**config.mk**
```make
export PLATFORM = sky130hd
export DESIGN_NAME = cac_fill_seq
export DESIGN_NICKNAME = d
export VERILOG_FILES = /design/src/rtl/cac_fill_seq.sv
export SDC_FILE = /design/constraint.sdc
export NUM_CORES = 1
export LEC_CHECK = 0
export ABC_CLOCK_PERIOD_IN_PS = 5700
export CAP_MARGIN = 20
export CORE_ASPECT_RATIO = 1.4
export CORE_MARGIN = 2
export CORE_UTILIZATION = 49
export DETAILED_ROUTE_END_ITERATION = 6
export MAX_ROUTING_LAYER = met4
export PLACE_DENSITY = 0.86
export SLEW_MARGIN = 20
export SYNTH_ARGS = -nofsm -noshare
export SYNTH_HDL_FRONTEND = slang
export SYNTH_SLANG_ARGS = --single-unit
```
**constraint.sdc**
```tcl
create_clock -name clk_h -period 5.7 [get_ports clk_h]
set_clock_uncertainty 0.1 [all_clocks]
set_input_delay 1.425 -clock clk_h [delete_from_list [all_inputs] [get_ports clk_h]]
set_output_delay 1.425 -clock clk_h [all_outputs]
set_load 0.01 [all_outputs]
```
**src/rtl/cac_fill_seq.sv**
```systemverilog
// Cache data-RAM write sequencer.
// Handles two kinds of write: a four-word quadword fill from memory after a
// miss, and a single-word CPU store hit. It drives the shared address,
// way-select, strobe, data and parity lines that go to every data slice.
// Every output comes straight from a flop.
module cac_fill_seq #(
    parameter int NWAYS     = 4,
    parameter int WR_CYCLES = 1,
    parameter int TIMEOUT   = 255
) (
    input  logic             clk_h,
    input  logic             reset_l,
    input  logic             fill_req_h,
    input  logic [1:0]       fill_way_h,
    input  logic [6:0]       fill_line_h,
    input  logic [1:0]       fill_first_h,
    output logic             fill_busy_h,
    output logic             fill_done_h,
    output logic             fill_err_h,
    output logic             mem_rd_req_h,
    input  logic             mem_rd_ack_h,
    input  logic             mem_data_vld_h,
    input  logic [35:0]      mem_data_h,
    input  logic             cpu_wr_req_h,
    input  logic [1:0]       cpu_wr_way_h,
    input  logic [8:0]       cpu_wr_adr_h,
    input  logic [35:0]      cpu_wr_data_h,
    output logic             cpu_wr_ack_h,
    output logic [8:0]       cache_adr_h,
    output logic [NWAYS-1:0] csh_sel_l,
    output logic             cache_wr_l,
    output logic [35:0]      mem_to_cache_h,
    output logic             csh_par_bit_in_h
);

    typedef enum logic [2:0] {
        S_IDLE   = 3'd0,
        S_CPUWR  = 3'd1,
        S_REQ    = 3'd2,
        S_WAIT   = 3'd3,
        S_SETUP  = 3'd4,
        S_STROBE = 3'd5,
        S_HOLD   = 3'd6,
        S_DONE   = 3'd7
    } state_t;

    localparam logic [1:0]       STB_LAST = 2'(WR_CYCLES - 1);
    localparam logic [7:0]       TMO_LAST = 8'(TIMEOUT - 1);
    localparam logic [NWAYS-1:0] SEL_NONE = {NWAYS{1'b1}};

    // The 37-bit word {data, parity} must contain an odd number of ones.
    function automatic logic odd_par(input logic [35:0] d);
        return ~^d;
    endfunction

    // Convert a way number to the active-low one-hot slice select.
    function automatic logic [NWAYS-1:0] way_sel_n(input logic [1:0] way);
        return ~(NWAYS'(1'b1) << way);
    endfunction

    state_t           state_q;
    logic             is_fill_q;
    logic [1:0]       fill_way_q;
    logic [6:0]       fill_line_q;
    logic [1:0]       fill_first_q;
    logic [1:0]       word_cnt_q;
    logic [7:0]       tmo_cnt_q;
    logic [1:0]       stb_cnt_q;
    logic [8:0]       cache_adr_q;
    logic [NWAYS-1:0] csh_sel_q;
    logic             cache_wr_q;
    logic [35:0]      wr_data_q;
    logic             par_q;
    logic             mem_rd_req_q;
    logic             fill_busy_q;
    logic             fill_done_q;
    logic             fill_err_q;
    logic             cpu_wr_ack_q;

    // Low two address bits of the current fill word. The 2-bit add gives the
    // wrap-around word order.
    logic [1:0] word_lo_s;
    assign word_lo_s = fill_first_q + word_cnt_q;

    // Sequencer: state, counters and every registered output.
    always_ff @(posedge clk_h or negedge reset_l) begin
        if (!reset_l) begin
            state_q      <= S_IDLE;
            is_fill_q    <= 1'b0;
            fill_way_q   <= 2'd0;
            fill_line_q  <= 7'd0;
            fill_first_q <= 2'd0;
            word_cnt_q   <= 2'd0;
            tmo_cnt_q    <= 8'd0;
            stb_cnt_q    <= 2'd0;
            cache_adr_q  <= 9'd0;
            csh_sel_q    <= SEL_NONE;
            cache_wr_q   <= 1'b1;
            wr_data_q    <= 36'd0;
            par_q        <= 1'b1;
            mem_rd_req_q <= 1'b0;
            fill_busy_q  <= 1'b0;
            fill_done_q  <= 1'b0;
            fill_err_q   <= 1'b0;
            cpu_wr_ack_q <= 1'b0;
        end else begin
            fill_done_q  <= 1'b0;
            fill_err_q   <= 1'b0;
            cpu_wr_ack_q <= 1'b0;

            // A memory word that arrives while the fill is not waiting for
            // one is discarded and flagged.
            if (mem_data_vld_h && fill_busy_q && (state_q != S_WAIT)) begin
                fill_err_q <= 1'b1;
            end

            case (state_q)
                S_IDLE: begin
                    if (cpu_wr_req_h) begin
                        is_fill_q   <= 1'b0;
                        cache_adr_q <= cpu_wr_adr_h;
                        csh_sel_q   <= way_sel_n(cpu_wr_way_h);
                        wr_data_q   <= cpu_wr_data_h;
                        par_q       <= odd_par(cpu_wr_data_h);
                        state_q     <= S_SETUP;
                    end else if (fill_req_h) begin
                        is_fill_q    <= 1'b1;
                        fill_way_q   <= fill_way_h;
                        fill_line_q  <= fill_line_h;
                        fill_first_q <= fill_first_h;
                        word_cnt_q   <= 2'd0;
                        mem_rd_req_q <= 1'b1;
                        fill_busy_q  <= 1'b1;
                        state_q      <= S_REQ;
                    end
                end
                S_REQ: begin
                    if (mem_rd_ack_h) begin
                        mem_rd_req_q <= 1'b0;
                        tmo_cnt_q    <= 8'd0;
                        state_q      <= S_WAIT;
                    end
                end
                S_WAIT: begin
                    if (mem_data_vld_h) begin
                        cache_adr_q <= {fill_line_q, word_lo_s};
                        csh_sel_q   <= way_sel_n(fill_way_q);
                        wr_data_q   <= mem_data_h;
                        par_q       <= odd_par(mem_data_h);
                        state_q     <= S_SETUP;
                    end else if (tmo_cnt_q == TMO_LAST) begin
                        fill_err_q  <= 1'b1;
                        fill_busy_q <= 1'b0;
                        is_fill_q   <= 1'b0;
                        state_q     <= S_IDLE;
                    end else begin
                        tmo_cnt_q <= tmo_cnt_q + 8'd1;
                    end
                end
                S_SETUP: begin
                    cache_wr_q <= 1'b0;
                    stb_cnt_q  <= 2'd0;
                    state_q    <= S_STROBE;
                end
                S_STROBE: begin
                    if (stb_cnt_q == STB_LAST) begin
                        cache_wr_q   <= 1'b1;
                        cpu_wr_ack_q <= ~is_fill_q;
                        state_q      <= S_HOLD;
                    end else begin
                        stb_cnt_q <= stb_cnt_q + 2'd1;
                    end
                end
                S_HOLD: begin
                    csh_sel_q <= SEL_NONE;
                    if (!is_fill_q) begin
                        state_q <= S_IDLE;
                    end else if (word_cnt_q == 2'd3) begin
                        word_cnt_q  <= 2'd0;
                        fill_done_q <= 1'b1;
                        fill_busy_q <= 1'b0;
                        state_q     <= S_DONE;
                    end else begin
                        word_cnt_q <= word_cnt_q + 2'd1;
                        tmo_cnt_q  <= 8'd0;
                        state_q    <= S_WAIT;
                    end
                end
                S_DONE: begin
                    is_fill_q <= 1'b0;
                    state_q   <= S_IDLE;
                end
                S_CPUWR: begin
                    state_q <= S_SETUP;
                end
                default: begin
                    csh_sel_q   <= SEL_NONE;
                    cache_wr_q  <= 1'b1;
                    fill_busy_q <= 1'b0;
                    state_q     <= S_IDLE;
                end
            endcase
        end
    end

    assign fill_busy_h      = fill_busy_q;
    assign fill_done_h      = fill_done_q;
    assign fill_err_h       = fill_err_q;
    assign mem_rd_req_h     = mem_rd_req_q;
    assign cpu_wr_ack_h     = cpu_wr_ack_q;
    assign cache_adr_h      = cache_adr_q;
    assign csh_sel_l        = csh_sel_q;
    assign cache_wr_l       = cache_wr_q;
    assign mem_to_cache_h   = wr_data_q;
    assign csh_par_bit_in_h = par_q;

endmodule

```
==> results.md <==
- The cts-stage hold buffer count is 0.
- The first TritonRoute pass finished after 5 iterations.
- The H-tree depth is 3.
- After detailed routing, the number of remaining DRC violations is 0.
- The net count of the mapped netlist is a little over 600.
- Ranked by total cell area, the synthesized netlist is headed by dfrtp_1 43%, xnor2_1 12%, nand2_1 8.8%, a31oi_1 6.5%, nor2_1 5.6%.
- Once layout is complete, the utilization of the core stands at between 70% and 80%.
- The top-level I/O count is ~160.
- The synthesized design spends more area on one cell type than any other, namely dfrtp_1.
- The maximum number of buffers from clock root to sink is 2.
- The top achievable clock speed is a little under 300 MHz.
- At the pin with the least slew margin, the transition time is about 930 ps.
- The global routing usage summed across all routing layers is around 25%.
- The clock net in this run drives a total of 83 sinks.
- The mean area per synthesized cell is 9.00 µm².
- The CTS tree is built.
- The final clock period utilization by the worst path is 60.4%.
- The number of input and output port buffers inserted is 155.
- The average wire length per cell after detail routing is between 15 and 20 µm.
- The dominant synthesized flop cell is dfrtp_1.
- Compared with the post-synthesis result, the final layout area differs by 42.3%.
- The share of final-layout standard cells stronger than drive strength 1 is under 10%.
- The antenna violation net count after detailed routing is 0.
- TritonCTS created 9 clock buffers.
- The routed design has 12,000 µm of wire.
- For this run, the register share of the synthesized area comes to ~46%.
- Internal power comes to around 1.9 mW.
- For this run the aggregate overflow at the end of global routing stands at 0.
- STA classifies the critical path endpoint as a flop.
- The first global-routing pass estimated between 20,000 and 25,000 µm of wire.
- Combinational cells account for about 47% of the total power.
- The leakage power total is 2.66 nW.
- The pin count of the biggest net entering global routing is 84.
- The number of vias in the routed layout is 4,075.
- The critical path is of the input port to flop type.
- The initial antenna violation count is 0.
- After clock tree synthesis, the setup repair step added 0 buffers.
- The number of global-route vias before repair came to ~4,200.
- For the finished layout, the period the worst path requires is 3440 ps.
- The count of final hold-check violations is 0.
- The die is 118 µm tall.
- Summed over all nets, the half-perimeter wirelength after detailed placement is around 8500 µm.
- The critical path data required time is a little under 6000 ps.
- The tree is rooted in a clkbuf_16.
- The sequential share of power is 34.8%.
- Post-CTS repair changed the size of 0 cells.
- At the later pin of the worst-skew pair, clock insertion delay measures around 330 ps.
- The share of total power dissipated in the clock network is between 10% and 20%.
- Setup repair after global routing left no endpoint under its margin.
- Along the worst path, the maximum fanout reaches 54.
- The final weighted congestion in routability-driven placement is about 0.86.
- After technology mapping, the gate count stands at 503.
- Using the TritonRoute via totals, the vias-per-cell ratio works out to around 5.4.
- The post-synthesis cell type count is 44.
- The floorplan step defined a core boundary enclosing around 9000 µm².
- The max-cap check violation count is 0.
- The classification of the worst-slack hold path is flop to flop.
- The worst setup path is launched from an input port.
- From left edge to right edge, the die measures ~85 µm.
- The fraction of synthesized cell area taken by the top area cell type is between 40% and 50%.
- The most common library cell in the layout ignoring fill and taps is clkdlybuf4s50_1.
- The total net switching power is approximately 1.1 mW.
- The count of routing violations after the opening detailed-route iteration is approximately 200.
- The cell area after synthesis is about 4500 µm².
- The max-slew violation count came to 0.
- The run finished with clean final reports.
- The clock transition at the register clock pins on the worst setup and hold paths after CTS is around 60 ps.
- In this run, synthesis inferred 0 flip-flops with an integrated enable.
- At the end of the flow, the number of nets in the layout was between 700 and 800.
- In the layout the commonest cells are 154 x clkdlybuf4s50_1, 106 x nand2_1, 77 x dfrtp_1.
- Setup total negative slack on the finished layout was measured at 0 ps.
- In this run switching power makes up 35.8% of total power.
- The repair_antennas step left the layout with diodes totalling 0.
- After synthesis the netlist holds a flip-flop and latch count of between 80 and 90.
- The warning count from the yosys run is 0.
- The post-synthesis async set-or-reset flop share is 100%.
- In this run the tightest slew margin relative to its limit is around two fifths.
- The peak ir drop on the vdd network is 0.000293 V.
- The die area is around 10,000 µm².
- The number of setup violations in the final report is 0.
- Power spread over the standard cell area amounts to about 470 nW/µm².
- STA puts the critical path data arrival time at 3590 ps.
- The initial cell density of the core is 50.4%.
- The cell row count is a little over 40.
-- logic make-up (layout without fill, tap and decap cells) --
kind of cell / count (synthesis) / in the layout / synth area share, %
multiplexers: 13 / 13 / 3.21
adder cells (fa/ha/maj): 5 / 5 / 1.38
XOR/XNOR: 74 / 74 / 15.3
flip-flops: 83 / 83 / 46.0
buffers and inverters: 35 / 182 / 3.29
AND/OR/NAND/NOR: 207 / 207 / 19.1
AO/OA/AOI/OAI: 86 / 86 / 11.8
-- power by group through the flow --
stage / Clock, mW / Combinational (mW) / Sequential (mW)
after floorplan: 0 / 0.741 / 1.08
after global placement: 0 / 1.35 / 1.05
after detailed placement: 0 / 1.41 / 1.05
after CTS: 0.558 / 1.42 / 1.05
after global routing: 0.595 / 1.55 / 1.09
final: 0.554 / 1.42 / 1.05
-- cell type report --
| cell class | instances | area [µm²] |
|---|---|---|
| clock buffer | 14 | 274 |
| multi-input combinational | 385 | 2310 |
| tap | 107 | 134 |
| fill | 691 | 2530 |
| inverter | 9 | 33.8 |
| timing repair buffer | 157 | 1590 |
| sequential | 83 | 2080 |
| clock inverter | 2 | 10.0 |
-- registers in the layout, summed over array words and instances, names as in the netlist --
signal,count
mem_to_cache_h,36
fill_line_q,7
stb_cnt_q,2
fill_way_q,2
csh_par_bit_in_h,1
csh_sel_l,4
mem_rd_req_h,1
word_cnt_q,2
cpu_wr_ack_h,1
tmo_cnt_q,8
fill_done_h,1
state_q,3
fill_busy_h,1
fill_first_q,2
is_fill_q,1
cache_wr_l,1
fill_err_h,1
cache_adr_h,9
-- synth_stat cells (all sizes together) (3+ instances only) --
library cell,number
a21oi,11
a31oi,47
buf,9
clkbuf,17
dfrtp,77
dfstp,6
ha,5
inv,9
mux2,12
nand2,107
nand2b,4
nand3,8
nand3b,3
nor2,67
nor3,6
o21ai,14
or3,4
xnor2,62
xor2,10
-- worst max-delay path: stages --
cell and delay, ps:
clkdlybuf4s50_1 620, a22oi_1 210, nor2_4 730, buf_12 320, nor2_1 70, a31oi_1 160
-- metrics by stage --
stage | area [µm²] | power [mW] | setup WS [ps] | hold WS, ps | cells
6_report | 6440 | 3.02 | 2260 | 412 | 757
5_1_grt | 6440 | 3.23 | 2070 | 432 | 757
4_1_cts | 6410 | 3.03 | 2250 | 409 | 756
3_5_place_dp | 6130 | 2.46 | 1930 | 393 | 740
3_3_place_gp | 6130 | 2.40 | 2090 | 385 | 740
2_1_floorplan | 4530 | 1.82 | 2880 | 367 | 503
-- per-layer routing --
metal  GRT usage (%)  up-vias  routed length [µm]
met3            4.77       26                 690
met4            9.42        0                 312
met5               -        -                   0
met2            43.1      151                6440
li1                -     1968                   -
met1            29.7     1930                4580
-- worst paths after layout --
check                                           start                              to  slack (ps)  cells after the start
setup / recovery                       mem_data_vld_h  mem_to_cache_h[24]$_DFFE_PN0P_        2260                      6
hold / removal             fill_line_q[6]$_DFFE_PN0P_      fill_line_q[6]$_DFFE_PN0P_         410                      1
setup reg to reg               state_q[1]$_DFFE_PN0P_          state_q[1]$_DFFE_PN0P_        2980                      7
hold reg to reg            fill_line_q[6]$_DFFE_PN0P_      fill_line_q[6]$_DFFE_PN0P_         410                      1
max in group asynchronous                     reset_l  mem_to_cache_h[35]$_DFFE_PN0P_        3960                      1
min in group asynchronous                     reset_l          cpu_wr_ack_h$_DFF_PN0_        1030                      1
Power figures use the tool's default switching activity.
==> edit 1: new RTL, same settings <==
Set the parameter `NWAYS` to 3 (it was 4).
--- a/src/rtl/cac_fill_seq.sv
+++ b/src/rtl/cac_fill_seq.sv
@@ -4,7 +4,7 @@
 // way-select, strobe, data and parity lines that go to every data slice.
 // Every output comes straight from a flop.
 module cac_fill_seq #(
-    parameter int NWAYS     = 4,
+    parameter int NWAYS     = 3,
     parameter int WR_CYCLES = 1,
     parameter int TIMEOUT   = 255
 ) (
Ports: changed (resized csh_sel_l); port bits go from 156 to 155. No check against the original RTL was run, so the function may have changed too.
==> edit 1 against the unedited design <==
- routed wire length increased by 1.8%
- total power decreased by 0.42%
- non-clock buffer count unchanged
- synthesized area decreased by 1.1%
- first-iteration DRC count decreased by 2.0%
- design area decreased by 0.70%
- die area decreased by 1.0%
- fmax increased by 1.7%
- worst setup slack improved by 0.059 ns
- sequential cell count decreased by 1
- cell count decreased by 0.79%
- global-route usage increased by 0.28 points
==> edit 1: results (changes against the unedited design) <==
- The run finished with clean final reports.
- The number of global-route vias before repair is 4191 (-1.1%).
- The cell count after synthesis is 497 (-1.2%).
- The internal cell power is 1.92 mW (-0.66%).
- The total cell area at the placement stage is 6080 um^2 (-0.86%).
- The arrival time of data at the critical path endpoint came to 3.53 ns (-0.06 ns).
- The number of nets in the layout is 744 (-0.80%).
- The largest vdd supply drop is 0.000349 V (+19%).
- The share of total power in the clock network is 0.191 (+0.008).
- The count of port buffers added during placement is 154 (-0.65%).
- The post-CTS setup buffer count came to 0 (unchanged).
- The worst slew margin relative to its limit came to 0.387 (+0.00485).
- The ratio of cells with drive above 1 in the final layout is 0.0714 (+0.00220).
- The HPWL after detailed placement is 8.96 mm (+5.2%).
- The wire length of the first global-routing pass was 19.5 mm (-2.8%).
- The count of cell types in the netlist came to 43 (-2.3%).
- The final weighted congestion of routability-driven global placement is 0.866 (+0.97%).
- The leakage power is 2.63 nW (-1.3%).
- The number of flip-flops in the largest register is 36 (unchanged).
- The largest fanout of any net on the critical path is 55 (+1.9%).
- The largest net degree at the start of global routing came to 83 (-1.2%).
- By count the netlist is led by sky130_fd_sc_hd__nand2_1, sky130_fd_sc_hd__dfrtp_1, sky130_fd_sc_hd__nor2_1.
- The number of design-rule violations left by the first detailed-router iteration came to 197 (-2.0%).
- The via count was 4109 (+0.83%).
- The via-per-instance ratio is 5.47 (+1.6%).
- The number of placed instances, taps included is 734 (-0.81%).
- After synthesis, the cell types taking the most area are sky130_fd_sc_hd__dfrtp_1, sky130_fd_sc_hd__xnor2_1, sky130_fd_sc_hd__nand2_1, sky130_fd_sc_hd__a31oi_1, sky130_fd_sc_hd__nor2_1.
- The net count of the mapped netlist is 602 (-0.99%).
- The sequential-to-total area share from yosys stat is 0.459 (-0.000979).
==> edit 1: changes by cell type in the layout (fill, tap and decap cells not counted), sizes merged <==
cell and delta:
buf +1, clkbuf -4, nand2 -1, bufinv +1, nor2 -1, clkinvlp +2, nand3 -2, clkinv +1
clkdlybuf4s50 -1, dfstp -1, a21oi -1
==> edit 1: path summary, 6_finish.rpt <==
| path | startpoint | to | slack (ns) | cells past startpoint |
|---|---|---|---|---|
| min reg2reg | fill_line_q[6] | fill_line_q[6] | 0.41 | 1 |
| min | fill_line_q[6] | fill_line_q[6] | 0.41 | 1 |
| max in group asynchronous | reset_l | mem_to_cache_h[34] | 3.96 | 1 |
| max reg2reg | state_q[1] | mem_to_cache_h[18] | 3.15 | 6 |
| min in group asynchronous | reset_l | mem_to_cache_h[2] | 1.01 | 1 |
| max | mem_data_vld_h | mem_to_cache_h[18] | 2.32 | 6 |
==> edit 1: cells by family after synthesis <==
group / Yosys count / share of synthesized area
AND/OR/NAND/NOR: 203 / 0.188
AO/OA/AOI/OAI: 85 / 0.118
flip-flops: 82 / 0.459
XOR/XNOR: 74 / 0.154
buffers and inverters: 35 / 0.0338
multiplexers: 13 / 0.0324
adder cells (fa/ha/maj): 5 / 0.0140
==> edit 1: final cells by class <==
type / count / area, um^2
sequential: 82 / 2060
inverter: 9 / 33.8
clock buffer: 10 / 229
tap: 107 / 134
clock inverter: 6 / 67.6
timing repair buffer: 157 / 1590
multi-input combinational: 380 / 2290
fill: 671 / 2580
==> edit 1: worst register-to-register path, stage by stage, from the launching register on <==
cell                      delay [ns]
sky130_fd_sc_hd__dfrtp_1        0.65
sky130_fd_sc_hd__and2_2         0.27
sky130_fd_sc_hd__a22oi_1        0.14
sky130_fd_sc_hd__nor2_4         0.73
sky130_fd_sc_hd__buf_12         0.33
sky130_fd_sc_hd__nor2_1         0.09
sky130_fd_sc_hd__a31oi_1        0.17
==> edit 1: stage by stage <==
step / setup WS (ns) / hold slack (ns) / util
after global placement: 2.13 / 0.388 / 0.677
after global routing: 2.14 / 0.431 / 0.713
after floorplan: 2.88 / 0.367 / -
final: 2.32 / 0.409 / 0.713
after CTS: 2.31 / 0.408 / 0.710
after detailed placement: 1.97 / 0.396 / 0.677
==> edit 1: power by group through the flow <==
stage,sequential [mW],clock (mW),combinational (mW)
6_report,1.03,0.574,1.40
5_1_grt,1.07,0.609,1.53
4_1_cts,1.03,0.579,1.40
3_5_place_dp,1.04,0,1.40
3_3_place_gp,1.03,0,1.35
2_1_floorplan,1.06,0,0.735
==> edit 1: per-layer routing <==
layer	GRT usage	wire length, um	vias to the layer above
met5	-	0	-
met4	0.140	519	0
met3	0.0407	576	43
met2	0.447	6540	159
met1	0.282	4590	1959
li1	-	-	1948
==> edit 2: new RTL, config.mk and constraints unchanged <==
Made on the original files. Re-encode `state_t` (8 states) as Gray code, 3 bits wide.
--- a/src/rtl/cac_fill_seq.sv
+++ b/src/rtl/cac_fill_seq.sv
@@ -34,14 +34,14 @@
 );
 
     typedef enum logic [2:0] {
-        S_IDLE   = 3'd0,
-        S_CPUWR  = 3'd1,
-        S_REQ    = 3'd2,
-        S_WAIT   = 3'd3,
-        S_SETUP  = 3'd4,
-        S_STROBE = 3'd5,
-        S_HOLD   = 3'd6,
-        S_DONE   = 3'd7
+        S_IDLE   = 3'b000,
+        S_CPUWR  = 3'b001,
+        S_REQ    = 3'b011,
+        S_WAIT   = 3'b010,
+        S_SETUP  = 3'b110,
+        S_STROBE = 3'b111,
+        S_HOLD   = 3'b101,
+        S_DONE   = 3'b100
     } state_t;
 
     localparam logic [1:0]       STB_LAST = 2'(WR_CYCLES - 1);
Formal check against the unedited RTL: no difference found for any inputs over 4 cycles, from zero or initial values and one cycle with reset_l low; so few cycles prove little.
==> edit 2 against the unedited design <==
- routed wire length down 2.6%
- clock power decreased by 1%
- sequential cell count did not move
- utilization decreased by 0.37 points
- worst setup slack hardly changed
- synthesized cell count is 11% lower
- design area is essentially flat
- register-to-register slack worse by 0.10 ns
- synthesized area is 0.80% higher
- total power decreased by 1.1%
- critical path type unchanged
- critical endpoint is now mem_to_cache_h[19]
- largest power group unchanged
==> edit 2: results (changes against the unedited design) <==
- The setup slack after placement is 1.91 ns (-0.0258 ns).
- The largest vdd supply drop was 0.000311 V (+6.3%).
- The number of search-and-repair iterations in the first detailed-routing pass came to 4 (-1).
- The number of design-rule violations left by the first detailed-router iteration is 232 (+15%).
- The run finished with clean final reports.
- The area fraction in compound gates after synthesis came to 0.102 (-0.0160).
- The leakage power is 2.70 nW (+1.4%).
- The count of cell types in the netlist is 41 (-6.8%).
- By area the synthesized netlist is led by sky130_fd_sc_hd__dfrtp_1, sky130_fd_sc_hd__xnor2_1, sky130_fd_sc_hd__mux2i_1, sky130_fd_sc_hd__o21ai_0, sky130_fd_sc_hd__nand2_1.
- The delay contributed by the slowest stage of the critical path is 0.56 ns (-0.17 ns).
- By count the netlist is led by sky130_fd_sc_hd__dfrtp_1, sky130_fd_sc_hd__nand2_1, sky130_fd_sc_hd__xnor2_1.
- The final weighted congestion of routability-driven global placement is 0.888 (+3.5%).
- The via count is 3787 (-7.1%).
- The HPWL after detailed placement is 8.74 mm (+2.6%).
- The largest individual stage delay along the critical path comes from the cell sky130_fd_sc_hd__clkdlybuf4s50_1.
- The total routing resource utilization after global routing is 0.248 (-0.00622).
- The ratio of cells with drive above 1 in the final layout came to 0.0669 (-0.00234).
- The number of placed instances, taps included is 689 (-6.9%).
- The number of global-route vias before repair is 4054 (-4.3%).
- The number of nets in the layout is 699 (-6.8%).
- The xor-xnor portion of the synthesized cell area is 0.151 (-0.00121).
- The total cell area at the placement stage was 6160 um^2 (+0.43%).
- The arrival time of data at the critical path endpoint came to 3.54 ns (-0.05 ns).
- The detail-routed net length per standard cell is 16.6 um (+4.6%).
- The area share of fa/ha/maj cells after synthesis is 0.0164 (+0.00263).
-- edit 2: changes by cell type after synthesis, sizes merged, moves of 4 or more --
cell / delta
a31oi: -46
o21ai: +40
nand3: -5
nand2: -49
buf: +4
nor2: -47
xnor2: -4
nand4: +4
clkbuf: -5
a22o: +4
mux2i: +44
and3: +5
-- edit 2: path summary, 6_finish.rpt --
kind | start | endpoint | slack (ns) | cells after the start
max | mem_data_vld_h | mem_to_cache_h[19] | 2.26 | 5
min in group asynchronous | reset_l | cache_adr_h[5] | 1.00 | 1
min reg2reg | cache_wr_l | cache_wr_l | 0.36 | 2
min | cache_wr_l | cache_wr_l | 0.36 | 2
max in group asynchronous | reset_l | mem_to_cache_h[6] | 3.93 | 1
max reg2reg | state_q[1] | csh_par_bit_in_h | 2.88 | 5
-- edit 2: where the power goes --
group / switching [mW] / leakage (nW) / internal, mW
clock network: 0.232 / 0.141 / 0.316
registers: 0.207 / 1.04 / 0.853
logic: 0.644 / 1.52 / 0.733
total: 1.08 / 2.70 / 1.90
-- edit 2: routing by layer --
layer / up-vias / share of wire / global-route usage / wire (um)
met4: 0 / 0.020 / 0.0833 / 229
li1: 1828 / - / - / -
met5: - / 0 / - / 0
met1: 1790 / 0.39 / 0.282 / 4520
met3: 22 / 0.060 / 0.0489 / 697
met2: 147 / 0.53 / 0.431 / 6260
-- edit 2: final cells by class --
type	count	area [um^2]
clock inverters	5	27.5
well taps	107	134
multi-input cells	334	2350
inverters	8	30.0
clock buffers	11	253
repair buffers	157	1570
flip-flops and latches	83	2080
fillers	680	2580
-- edit 2: cells by family after synthesis --
family / count (synthesis)
mux: 58
compound gates: 83
fa+ha+maj: 6
buf+inv: 33
simple gates: 113
flops: 83
xor+xnor: 74
